`src/rtl/fetch_decode_queue_if.sv`:
```
// fetch_decode_queue_if: bundle of the fetch-side handshake, the decode-side
// stall/flush controls and the registered decode-stage outputs.
//   master : fetch/decode environment (drives F_*, stall_D, MEM_stall, EX_taken)
//   slave  : fetch_decode_queue (drives F_ready, D_*, count)
interface fetch_decode_queue_if #(
    parameter int unsigned XLEN    = 32,
    parameter int unsigned PC_BITS = 12,
    parameter int unsigned DEPTH   = 4
);
    localparam int unsigned CountW = $clog2(DEPTH + 1);

    // Fetch side
    logic               F_valid;
    logic               F_ready;
    logic [PC_BITS-1:0] F_pc;
    logic [XLEN-1:0]    F_inst;
    logic               F_BP_taken;
    logic [PC_BITS-1:0] F_BP_target_pc;
    logic [XLEN-1:0]    F_link_addr;

    // Pipeline control
    logic               stall_D;
    logic               MEM_stall;
    logic               EX_taken;

    // Decode side
    logic               D_valid;
    logic [PC_BITS-1:0] D_pc;
    logic [XLEN-1:0]    D_inst;
    logic               D_BP_taken;
    logic [PC_BITS-1:0] D_BP_target_pc;
    logic [XLEN-1:0]    D_link_addr;
    logic [CountW-1:0]  count;

    modport master (
        output F_valid, F_pc, F_inst, F_BP_taken, F_BP_target_pc, F_link_addr,
        output stall_D, MEM_stall, EX_taken,
        input  F_ready,
        input  D_valid, D_pc, D_inst, D_BP_taken, D_BP_target_pc, D_link_addr, count
    );

    modport slave (
        input  F_valid, F_pc, F_inst, F_BP_taken, F_BP_target_pc, F_link_addr,
        input  stall_D, MEM_stall, EX_taken,
        output F_ready,
        output D_valid, D_pc, D_inst, D_BP_taken, D_BP_target_pc, D_link_addr, count
    );
endinterface

```
`src/rtl/fetch_decode_queue.sv`:
```
// fetch_decode_queue: circular queue of up to DEPTH fetched instructions (with
// branch-prediction metadata) in front of a registered decode-output stage.
// Fetch sees a ready/valid handshake; EX_taken flushes queue and output stage.
// Ports:
//   clk  : clock, rising edge
//   rst  : synchronous, active-high reset
//   bus  : fetch_decode_queue_if.slave
//          F_* in, F_ready out (combinational from count only),
//          stall_D / MEM_stall / EX_taken in, D_* and count out (registered)
module fetch_decode_queue #(
    parameter int unsigned     XLEN    = 32,
    parameter int unsigned     PC_BITS = 12,
    parameter int unsigned     DEPTH   = 4,
    parameter logic [XLEN-1:0] NOP     = XLEN'(32'h2000_0000)
) (
    input logic                  clk,
    input logic                  rst,
    fetch_decode_queue_if.slave  bus
);

    localparam int unsigned       CountW    = $clog2(DEPTH + 1);
    localparam int unsigned       PtrW      = $clog2(DEPTH);
    localparam logic [CountW-1:0] CountFull = CountW'(DEPTH);
    localparam logic [PtrW-1:0]   PtrLast   = PtrW'(DEPTH - 1);

    typedef struct packed {
        logic [PC_BITS-1:0] pc;
        logic [XLEN-1:0]    inst;
        logic               bp_taken;
        logic [PC_BITS-1:0] bp_target_pc;
        logic [XLEN-1:0]    link_addr;
    } entry_t;

    entry_t            mem_q [DEPTH];
    logic [PtrW-1:0]   rd_ptr_q, rd_ptr_d;
    logic [PtrW-1:0]   wr_ptr_q, wr_ptr_d;
    logic [CountW-1:0] count_q, count_d;
    logic              d_valid_q, d_valid_d;
    entry_t            d_entry_q, d_entry_d;

    entry_t f_entry;
    entry_t bubble_entry;
    logic   f_ready;
    logic   advance;
    logic   push;
    logic   pop;
    logic   bypass;
    logic   store;
    logic   queue_empty;
    logic   wr_en;

    // Wrap at DEPTH-1 so non-power-of-two depths work.
    function automatic logic [PtrW-1:0] ptr_inc(input logic [PtrW-1:0] p);
        return (p == PtrLast) ? '0 : p + 1'b1;
    endfunction

    always_comb begin
        f_entry = '{
            pc:           bus.F_pc,
            inst:         bus.F_inst,
            bp_taken:     bus.F_BP_taken,
            bp_target_pc: bus.F_BP_target_pc,
            link_addr:    bus.F_link_addr
        };
        bubble_entry = '{
            pc:           '0,
            inst:         NOP,
            bp_taken:     1'b0,
            bp_target_pc: '0,
            link_addr:    '0
        };

        // F_ready looks only at registered count: a full queue refuses a push
        // even in a cycle where it also pops.
        f_ready     = (count_q != CountFull);
        queue_empty = (count_q == '0);
        advance     = ~bus.stall_D & ~bus.MEM_stall;
        push        = bus.F_valid & f_ready;
        pop         = advance & ~queue_empty;
        bypass      = advance & queue_empty & push;
        store       = push & ~bypass;

        rd_ptr_d  = rd_ptr_q;
        wr_ptr_d  = wr_ptr_q;
        count_d   = count_q;
        d_valid_d = d_valid_q;
        d_entry_d = d_entry_q;
        wr_en     = 1'b0;

        if (bus.EX_taken) begin
            // Flush wins over stalls; a same-cycle push is dropped.
            rd_ptr_d  = '0;
            wr_ptr_d  = '0;
            count_d   = '0;
            d_valid_d = 1'b0;
            d_entry_d = bubble_entry;
        end else begin
            if (pop) begin
                d_valid_d = 1'b1;
                d_entry_d = mem_q[rd_ptr_q];
                rd_ptr_d  = ptr_inc(rd_ptr_q);
            end else if (bypass) begin
                d_valid_d = 1'b1;
                d_entry_d = f_entry;
            end else if (advance) begin
                d_valid_d = 1'b0;
                d_entry_d = bubble_entry;
            end

            if (store) begin
                wr_en    = ~rst;
                wr_ptr_d = ptr_inc(wr_ptr_q);
            end

            count_d = count_q + CountW'(store) - CountW'(pop);
        end
    end

    always_ff @(posedge clk) begin
        if (rst) begin
            rd_ptr_q  <= '0;
            wr_ptr_q  <= '0;
            count_q   <= '0;
            d_valid_q <= 1'b0;
            d_entry_q <= bubble_entry;
        end else begin
            rd_ptr_q  <= rd_ptr_d;
            wr_ptr_q  <= wr_ptr_d;
            count_q   <= count_d;
            d_valid_q <= d_valid_d;
            d_entry_q <= d_entry_d;
        end
    end

    // Storage needs no reset: only entries covered by count are ever read.
    always_ff @(posedge clk) begin
        if (wr_en) begin
            mem_q[wr_ptr_q] <= f_entry;
        end
    end

    assign bus.F_ready        = f_ready;
    assign bus.D_valid        = d_valid_q;
    assign bus.D_pc           = d_entry_q.pc;
    assign bus.D_inst         = d_entry_q.inst;
    assign bus.D_BP_taken     = d_entry_q.bp_taken;
    assign bus.D_BP_target_pc = d_entry_q.bp_target_pc;
    assign bus.D_link_addr    = d_entry_q.link_addr;
    assign bus.count          = count_q;

endmodule

```
`src/flat_wrapper.sv`:
```
// flat-port wrapper written by rule: the top's interface ports become plain ports
module fetch_decode_queue_flat 
#(
    parameter int unsigned     XLEN    = 32,
    parameter int unsigned     PC_BITS = 12,
    parameter int unsigned     DEPTH   = 4,
    parameter logic [XLEN-1:0] NOP     = XLEN'(32'h2000_0000)
)
  (clk, rst, bus_F_valid, bus_F_pc, bus_F_inst, bus_F_BP_taken, bus_F_BP_target_pc, bus_F_link_addr, bus_stall_D, bus_MEM_stall, bus_EX_taken, bus_F_ready, bus_D_valid, bus_D_pc, bus_D_inst, bus_D_BP_taken, bus_D_BP_target_pc, bus_D_link_addr, bus_count);
  fetch_decode_queue_if #(.XLEN(XLEN), .PC_BITS(PC_BITS), .DEPTH(DEPTH)) bus_i ();
  input logic clk;
  input logic rst;
  input wire logic [$bits(bus_i.F_valid)-1:0] bus_F_valid;
  input wire logic [$bits(bus_i.F_pc)-1:0] bus_F_pc;
  input wire logic [$bits(bus_i.F_inst)-1:0] bus_F_inst;
  input wire logic [$bits(bus_i.F_BP_taken)-1:0] bus_F_BP_taken;
  input wire logic [$bits(bus_i.F_BP_target_pc)-1:0] bus_F_BP_target_pc;
  input wire logic [$bits(bus_i.F_link_addr)-1:0] bus_F_link_addr;
  input wire logic [$bits(bus_i.stall_D)-1:0] bus_stall_D;
  input wire logic [$bits(bus_i.MEM_stall)-1:0] bus_MEM_stall;
  input wire logic [$bits(bus_i.EX_taken)-1:0] bus_EX_taken;
  output wire logic [$bits(bus_i.F_ready)-1:0] bus_F_ready;
  output wire logic [$bits(bus_i.D_valid)-1:0] bus_D_valid;
  output wire logic [$bits(bus_i.D_pc)-1:0] bus_D_pc;
  output wire logic [$bits(bus_i.D_inst)-1:0] bus_D_inst;
  output wire logic [$bits(bus_i.D_BP_taken)-1:0] bus_D_BP_taken;
  output wire logic [$bits(bus_i.D_BP_target_pc)-1:0] bus_D_BP_target_pc;
  output wire logic [$bits(bus_i.D_link_addr)-1:0] bus_D_link_addr;
  output wire logic [$bits(bus_i.count)-1:0] bus_count;
  assign bus_i.F_valid = bus_F_valid;
  assign bus_i.F_pc = bus_F_pc;
  assign bus_i.F_inst = bus_F_inst;
  assign bus_i.F_BP_taken = bus_F_BP_taken;
  assign bus_i.F_BP_target_pc = bus_F_BP_target_pc;
  assign bus_i.F_link_addr = bus_F_link_addr;
  assign bus_i.stall_D = bus_stall_D;
  assign bus_i.MEM_stall = bus_MEM_stall;
  assign bus_i.EX_taken = bus_EX_taken;
  assign bus_F_ready = bus_i.F_ready;
  assign bus_D_valid = bus_i.D_valid;
  assign bus_D_pc = bus_i.D_pc;
  assign bus_D_inst = bus_i.D_inst;
  assign bus_D_BP_taken = bus_i.D_BP_taken;
  assign bus_D_BP_target_pc = bus_i.D_BP_target_pc;
  assign bus_D_link_addr = bus_i.D_link_addr;
  assign bus_count = bus_i.count;
  fetch_decode_queue #(.XLEN(XLEN), .PC_BITS(PC_BITS), .DEPTH(DEPTH), .NOP(NOP)) u_core (.clk(clk), .rst(rst), .bus(bus_i));
endmodule
```
`config.mk`:
```
export PLATFORM = sky130hd
export DESIGN_NAME = fetch_decode_queue_flat
export DESIGN_NICKNAME = d
export VERILOG_FILES = /design/src/rtl/fetch_decode_queue_if.sv /design/src/rtl/fetch_decode_queue.sv /design/src/flat_wrapper.sv
export SDC_FILE = /design/constraint.sdc
export NUM_CORES = 1
export LEC_CHECK = 0
export CAP_MARGIN = 0
export CORE_MARGIN = 2
export CORE_UTILIZATION = 45
export CTS_CLUSTER_SIZE = 40
export DETAILED_ROUTE_END_ITERATION = 6
export GPL_TIMING_DRIVEN = 1
export PLACE_DENSITY = 0.69
export SYNTH_ARGS = -nofsm -noshare
export SYNTH_HDL_FRONTEND = slang
export SYNTH_SLANG_ARGS = --single-unit
```
`constraint.sdc`:
```
create_clock -name clk -period 11 [get_ports clk]
set_input_delay 2.75 -clock clk [delete_from_list [all_inputs] [get_ports clk]]
set_output_delay 2.75 -clock clk [all_outputs]
set_load 0.02 [all_outputs]
```
After elaboration in Yosys (flattened, before gate mapping)
Memories as Yosys holds them, arrays and structs flattened. A register that Yosys moved wholly into a read port is not among the register bits.
Cells that the tools add are included.
{"block": "totals", "ff_bits": 97, "mem_bits_ro": 0, "input_bits": 95, "latchBits": 0, "out_inout_bits": 94, "n_memories": 1, "mem_bits_rw": 356}
{"memory": "u_core.mem_q", "depth": 4, "word_bits": 89, "rd": 1, "rd_clocked_by_memory_dff": 1, "write_ports": 1, "line_no": "fetch_decode_queue.sv:34", "rtl": "entry_t mem_q [DEPTH];"}
{"block": "op_classes", "n_bitwise": 11, "n_lt_le_gt_ge": 0, "reduce_logical": 3, "eq_ne": 3, "multipliers": 0, "div_mod_pow": 0, "muxes": 14, "n_shift": 0, "addsub": 4}
{"cell": "89-bit two-way mux", "n": 3}
{"cell": "2-bit two-way mux", "n": 4}
{"cell": "1-bit two-way mux", "n": 7}
{"cell": "1-bit AND", "n": 6}
{"cell": "1-bit NOT", "n": 5}
{"cell": "2-bit by 1-bit adder with 2-bit output, second input constant", "n": 2}
{"cell": "2-bit == test, second input constant", "n": 2}
{"cell": "3-bit by 1-bit adder with 3-bit output", "n": 1}
{"cell": "3-bit zero test", "n": 1}
{"cell": "3-bit != test, second input constant", "n": 1}
{"cell": "3-bit nonzero test", "n": 1}
{"cell": "3-bit by 1-bit subtractor with 3-bit output", "n": 1}
{"cell": "2-bit OR reduction", "n": 1}

Depth between registers and ports, before layout
Gate-level depths: netlist (run 1).
{"block": "logic_depth", "depth_word": 10, "depth_mapped": 12, "ltp_nobuf": 10}

Least setup slack after synthesis (run 1)
OpenSTA, ideal clock, no wires.
{"block": "synth_path", "path_kind": "input to register", "startpoint": "input bus_F_valid", "endpoint": "memory u_core.mem_q[3][0] in the netlist's numbering (enable)", "setup_ns": 0.458, "stages": 3, "arrival_ns": 5.505, "setup_slack_ns": 5.037, "path_cell_list": "buf_2 -> a21boi_1 -> and3_1"}
{"block": "synth_via", "elab_chain_cells": 8}
{"element": "start, declared", "line_no": "flat_wrapper.sv:13", "rtl": "input wire logic [$bits(bus_i.F_valid)-1:0] bus_F_valid;"}
{"element": "1-bit AND (*)", "line_no": "fetch_decode_queue.sv:78", "rtl": "push = bus.F_valid & f_ready;"}
{"element": "1-bit AND", "line_no": "fetch_decode_queue.sv:80", "rtl": "bypass = advance & queue_empty & push;"}
{"element": "1-bit NOT", "line_no": "fetch_decode_queue.sv:81", "rtl": "store = push & ~bypass;"}
{"element": "1-bit AND (*)", "line_no": "fetch_decode_queue.sv:81"}
{"element": "net u_core.store", "line_no": "fetch_decode_queue.sv:48", "rtl": "logic store;"}
{"element": "1-bit two-way mux (*)", "line_no": "fetch_decode_queue.sv:110", "rtl": "if (store) begin"}
{"element": "1-bit two-way mux (*)", "line_no": "fetch_decode_queue.sv:90", "rtl": "if (bus.EX_taken) begin"}
{"element": "1-bit two-way mux (*)", "line_no": "fetch_decode_queue.sv:137", "rtl": "if (wr_en) begin"}
{"element": "1-bit two-way mux (implied by the code) (*)", "line_no": "fetch_decode_queue.sv:138", "rtl": "mem_q[wr_ptr_q] <= f_entry;"}
{"element": "end, declared", "line_no": "fetch_decode_queue.sv:34"}
The timed path passes the listed nets; every way through them passes the cells marked *.

Worst setup path in the final report (run 1)
{"block": "layout_path", "startpoint": "input rst", "endpoint": "memory u_core.mem_q[1][21] in the netlist's numbering (enable)"}
{"block": "layout_via", "elab_chain_cells": 5}
{"element": "start, declared", "line_no": "flat_wrapper.sv:12", "rtl": "input logic rst;"}
{"element": "1-bit NOT", "line_no": "fetch_decode_queue.sv:111", "rtl": "wr_en = ~rst;"}
{"element": "1-bit two-way mux", "line_no": "fetch_decode_queue.sv:110"}
{"element": "1-bit two-way mux", "line_no": "fetch_decode_queue.sv:90"}
{"element": "1-bit two-way mux", "line_no": "fetch_decode_queue.sv:137"}
{"element": "1-bit two-way mux (implied by the code)", "line_no": "fetch_decode_queue.sv:138"}
Every way passes these cells.

==> flow_summary.ini, run 1 <==
[status]
outcome = complete, no violations

[power_and_ir_drop]
p_int_uw = 2880
clockPowerShare = 0.428
switching_power_uw = 751
vdd_drop_max_v = 0.000125
p_sw_frac = 0.207
combPwrFrac = 0.052
p_total_uw = 3630
p_per_area_nw_per_um2 = 172
share_seq_of_total_power = 0.519
leakage_uw = 0.00680

[synth]
postSynthNetCount = 1143
synth_area_um2 = 17300
ys_seq_elements = 455
synth_top_family_by_area = simple AND/OR/NAND/NOR gates
synthFlopType = edfxtp_1
synth_edf_count = 356
synth.avg_cell_area_um2 = 16.7
synth-compound-area-share = 0.00260
synthCells = 1040
yosysTopAreaCell = edfxtp_1
synth.distinct_cells = 30
muxShareOfSynthArea = 0.117
yosysSeqAreaShare = 0.731
synthSimpleGateAreaFrac = 0.117
synth_async_sr_flop_share = 0
yosys-top-cells-area = edfxtp_1, mux4_2, dfxtp_1, nand3_1, nand4_1
synth-xor-area-share = 0.000505
ys_warn_count = 0
netlist.area_leader.share = 0.617
synthAdderAreaFrac = 0.00621

[cts]
cts_hold_buf = 0
cts_tree = done
cts-htree-levels = 2
cts_setup_buffers = 0
clock_latency_ns = 0.54
root_buffer = clkbuf_16
cts_sinks = 455
numCtsBuffers = 47
cts.reportedPaths.clkPinSlew_ns = 0.05
cts_resized = 0
cts_buffer_depth = 3

[finish]
fillers = 2989
fin_area_um2 = 21100
syn2layout_area_growth_pct = 21.8
final_common_cell = edfxtp_1
layout_common_cells = edfxtp_1, nand3_1, clkdlybuf4s50_1, dfxtp_1, mux4_2
ff_latch_area_um2 = 12700
multi_input_area_um2 = 4270
drive_above_1_share = 0.146
final_net_count = 1303

[sta]
fin_crit_sh = 0.515
setup_viol = 0
max_freq_mhz = 176
skew_ns = 0.0129
hold_viol = 0
drv_slew = 0
hold_slack_ns = 0.464
period_needed_ns = 5.67
fin_tns_setup_ns = 0
rsz0062_at_grt = false
tightestPinTransition_ns = 1.15
slew_headroom = 0.232

[detailed_routing]
vias_per_cell = 5.73
dr.first_iter.drc_count = 730
via_count = 10000
drt-pass1-iter-count = 5
wl_per_cell_um = 21.8
routed_wl_um = 38100
antenna_left = 0
drc = 0

[critical_path]
critPathKind = in -> reg
crit_required_ns = 11.16
cp_slowest_cell = buf_4
arrival_ns = 5.83
worstPathCellList = clkdlybuf4s50_1 > nor2_4 > buf_4 > and3_4 > buf_4
crit_path_end_kind = flop
path_max_fanout = 97
max_stage_delay_ns = 0.85
critPathBufInv = 3
critical_path.most_common_cell = buf_4
startpoint_type = primary input
crit_family = buffers and inverters

[grt]
antenna_found_initial = 1
grt_pass1_vias = 10000
grt_start_max_net_pins = 98
grt_usage = 0.188
overflow = 0
grt_pass1_wl_um = 59200

[floorplanning]
rows = 71
ios = 189
die_height_um = 200
die_w_um = 200
core_um2 = 37800
die_area_um2 = 40100
start_util = 0.458

[placed_design]
place.gp.congestion = 0.707
detailed_place.area_um2 = 19600
port_buffers = 188
place_hpwl_um = 21500

[hold_path]
hold_class = reg -> reg

[flow_run]
maxCapViolations = 0
==> state kept, by name (all words and copies together), names as in the netlist, 2 cells and up, named ones only <==
register,cells
u_core.bus.D_inst,32
u_core.bus.D_pc,12
u_core.bus.D_link_addr,32
u_core.bus.D_BP_target_pc,12
u_core.mem_q,356
u_core.bus.count,3
u_core.wr_ptr_q,2
u_core.rd_ptr_q,2
==> kinds of logic (layout without fill, tap and decap cells) <==
group | Yosys count | in the layout
AOI/OAI and AO/OA | 8 | 8
xor gates and xnor gates | 1 | 1
adders and majority gates | 8 | 8
buffers and inverters | 95 | 293
DFF | 455 | 455
muxes | 92 | 92
other | 0 | 1
and+or+nand+nor | 381 | 381
==> final timing paths <==
check,from,endpoint,slack [ns],depth (start not counted)
setup / recovery,rst,u_core.mem_q[1][21]$_DFFE_PP_,5.33,5
hold / removal,u_core.bus.D_link_addr[22]$_SDFFE_PP0P_,u_core.bus.D_link_addr[22]$_SDFFE_PP0P_,0.46,2
setup reg to reg,u_core.bus.count[1]$_SDFF_PP0_,u_core.bus.count[2]$_SDFF_PP0_,7.96,11
hold reg to reg,u_core.bus.D_link_addr[22]$_SDFFE_PP0P_,u_core.bus.D_link_addr[22]$_SDFFE_PP0P_,0.46,2
==> metal layers <==
metal | routed length, um | share of wire | GRT usage
met5 | 0 | 0 | 0
met4 | 823 | 0.022 | 0.0487
met3 | 2250 | 0.059 | 0.0275
met2 | 18700 | 0.49 | 0.312
met1 | 16300 | 0.43 | 0.262
==> power by group through the flow <==
stage | Combinational (uW) | Clock [uW] | Sequential, uW
2_1_floorplan | 81.2 | 0 | 1930
3_3_place_gp | 188 | 0 | 1920
3_5_place_dp | 191 | 0 | 1920
4_1_cts | 192 | 1580 | 1880
5_1_grt | 205 | 1650 | 1890
6_report | 190 | 1550 | 1880
==> synth_stat cells (2+ instances only) <==
| master | number |
|---|---|
| or2_2 | 2 |
| buf_1 | 11 |
| nor2_1 | 7 |
| and2_1 | 2 |
| and3_1 | 4 |
| nand4_1 | 88 |
| dfxtp_1 | 99 |
| buf_2 | 31 |
| inv_1 | 5 |
| a21oi_1 | 3 |
| ha_1 | 7 |
| mux2i_1 | 3 |
| nor3_1 | 4 |
| mux4_2 | 89 |
| clkbuf_1 | 45 |
| nand3_1 | 265 |
| o21ai_0 | 3 |
| edfxtp_1 | 356 |
| nand2_1 | 4 |
| or3_1 | 2 |
==> area by class of cell <==
class | instances | area share
Antenna cell | 1 | 0.000119
Tap cell | 511 | 0.0303
Clock inverter | 15 | 0.00681
Timing Repair Buffer | 201 | 0.0936
Inverter | 5 | 0.000889
Multi-Input combinational cell | 490 | 0.202
Clock buffer | 72 | 0.0655
Sequential cell | 455 | 0.600
==> worst reg2reg max path, stage by stage (launching register included) <==
cell and delay, ns:
dfxtp_1 0.40, nor3_2 0.20, buf_4 0.85, nor2_1 0.14, ha_1 0.31, inv_1 0.05
ha_1 0.13, inv_1 0.05, fa_1 0.39, xor2_1 0.16, and2_1 0.17, nor3_1 0.11
==> metrics by stage <==
stage / setup WS, ns / cells / util
3_3_place_gp: 4.77 / 1662 / 0.518
2_1_floorplan: 5.04 / 1040 / -
4_1_cts: 5.28 / 1749 / 0.558
3_5_place_dp: 4.74 / 1662 / 0.518
5_1_grt: 5.13 / 1749 / 0.558
6_report: 5.33 / 1750 / 0.558
No activity file was read; power rests on OpenSTA's default activity.
==> run 2: changes to the inputs <==
- PLACE_DENSITY: 0.69 -> 0.71
- clock period: 11 -> 4.6 ns (I/O delays scaled with it)
==> run 2 against run 1 <==
Net effect:
- flip-flop and latch count did not move
- sequential share of layout area fell by 0.33 points
- final area rose by 0.55%
==> flow_summary.ini, run 2 (synthesis gave the netlist of run 1 again) <==
[placed_design]
place_hpwl_um = 21700
place.gp.congestion = 0.716
dp_cells = 1670
port_buffers = 188

[critical_path]
startpoint = bus_MEM_stall
crit_path_end_kind = flop
path_max_fanout = 44
regToRegStartpoint = u_core.bus.count[1]$_SDFF_PP0_
arrival_ns = 3.27
crit_required_ns = 4.81
critPathKind = in -> reg
startpoint_type = primary input

[cts]
root_buffer = clkbuf_16
cts.reportedPaths.clkPinSlew_ns = 0.06
cts_sinks = 455
numCtsBuffers = 45
clock_latency_ns = 0.54
cts_buffer_depth = 3
cts_setup_buffers = 0
cts-htree-levels = 2
cts_resized = 0
cts_tree = done
cts_hold_buf = 0

[detailed_routing]
routed_wl_um = 37500
drc = 0
via_count = 9940
vias_per_cell = 5.66
drt-pass1-iter-count = 4
antenna_left = 0
dr.first_iter.drc_count = 685
wl_per_cell_um = 21.3

[grt]
antenna_found_initial = 1
grt_usage = 0.185
grt_start_max_net_pins = 178
grt_pass1_wl_um = 58700
grt_pass1_vias = 10100
overflow = 0

[power_and_ir_drop]
switching_power_uw = 1790
clockPowerShare = 0.424
leakage_uw = 0.00684
combPwrFrac = 0.053
vdd_drop_max_v = 0.000365
p_per_area_nw_per_um2 = 405
p_sw_frac = 0.209
p_int_uw = 6810
share_seq_of_total_power = 0.523

[flow_run]
maxCapViolations = 0

[floorplanning]
core_um2 = 37800
ios = 189
die_w_um = 200
die_area_um2 = 40100
rows = 71
die_height_um = 200
start_util = 0.458

[sta]
setup_viol = 0
skew_ns = 0.0200
tightestPinTransition_ns = 1.11
hold_viol = 0
rsz0062_at_grt = false
fin_tns_setup_ns = 0
drv_slew = 0
fin_crit_sh = 0.664
slew_headroom = 0.262
max_freq_mhz = 327
period_needed_ns = 3.06

[finish]
final_net_count = 1309
drive_above_1_share = 0.154
layout_common_cells = edfxtp_1, nand3_1, clkdlybuf4s50_1, dfxtp_1, mux4_2
top_register = u_core.mem_q
largest_register_ff_count = 356
finalNonFillerCells = 1755
final_common_cell = edfxtp_1
syn2layout_area_growth_pct = 22.5

[hold_path]
hold_start = u_core.bus.D_inst[3]$_SDFFE_PP0P_
hold_class = reg -> reg

[status]
outcome = complete, no violations
run 2: cell count changes in the layout (fill, tap and decap cells not counted):
cell / previous run / this run
clkinvlp_4: 0 / 2
buf_12: 0 / 7
buf_4: 14 / 15
inv_6: 0 / 1
clkbuf_16: 49 / 47
clkinv_2: 7 / 6
clkinv_4: 0 / 2
clkbuf_1: 16 / 11
run 2: metal layers:
metal  GRT usage  up-vias  wire length, um
li1            -     4523                -
met1       0.244     5049            15500
met2       0.320      315            18900
met3      0.0311       53             2300
met4      0.0471        0              733
met5           0        -                0
run 2: area by class of cell:
type,count,area (um^2)
inverter,5,18.8
fill,3001,16600
multi-input combinational,490,4270
timing repair buffer,209,2120
tap,511,639
clock inverter,19,180
antenna,1,2.50
sequential,455,12700
clock buffer,65,1310
run 2: worst paths after layout:
path	slack, ns	depth (start not counted)	to
worst min-delay path	0.47	2	u_core.bus.D_inst[3]$_SDFFE_PP0P_
worst min register to register	0.47	2	u_core.bus.D_inst[3]$_SDFFE_PP0P_
worst max-delay path	1.54	5	u_core.mem_q[2][10]$_DFFE_PP_
worst max register to register	2.27	4	u_core.mem_q[2][10]$_DFFE_PP_
run 2: through the flow:
stage               total power, uW  setup slack, ns  cell area, um^2  utilization  hold WS (ns)
finish                         8600             1.54            21200        0.561         0.468
floorplan                      4810            0.237            17300            -         0.468
global route                   8870             1.38            21200        0.561         0.487
detailed placement             5050            0.938            19700        0.521         0.463
CTS                            8680             1.50            21200        0.561         0.471
global placement               5040            0.969            19700        0.521         0.459
run 2: power by group through the flow:
| stage | Clock [uW] | Combinational, uW | Sequential [uW] |
|---|---|---|---|
| after global placement | 0 | 454 | 4590 |
| final | 3640 | 456 | 4500 |
| after global routing | 3870 | 493 | 4510 |
| after floorplan | 0 | 194 | 4610 |
| after detailed placement | 0 | 460 | 4590 |
| after CTS | 3710 | 462 | 4500 |
run 2: worst max-delay path, stage by stage:
cell and delay (ns):
clkdlybuf4s50_1 0.56, o21bai_1 0.10, a21boi_1 0.52, and3_4 0.58, buf_12 0.31
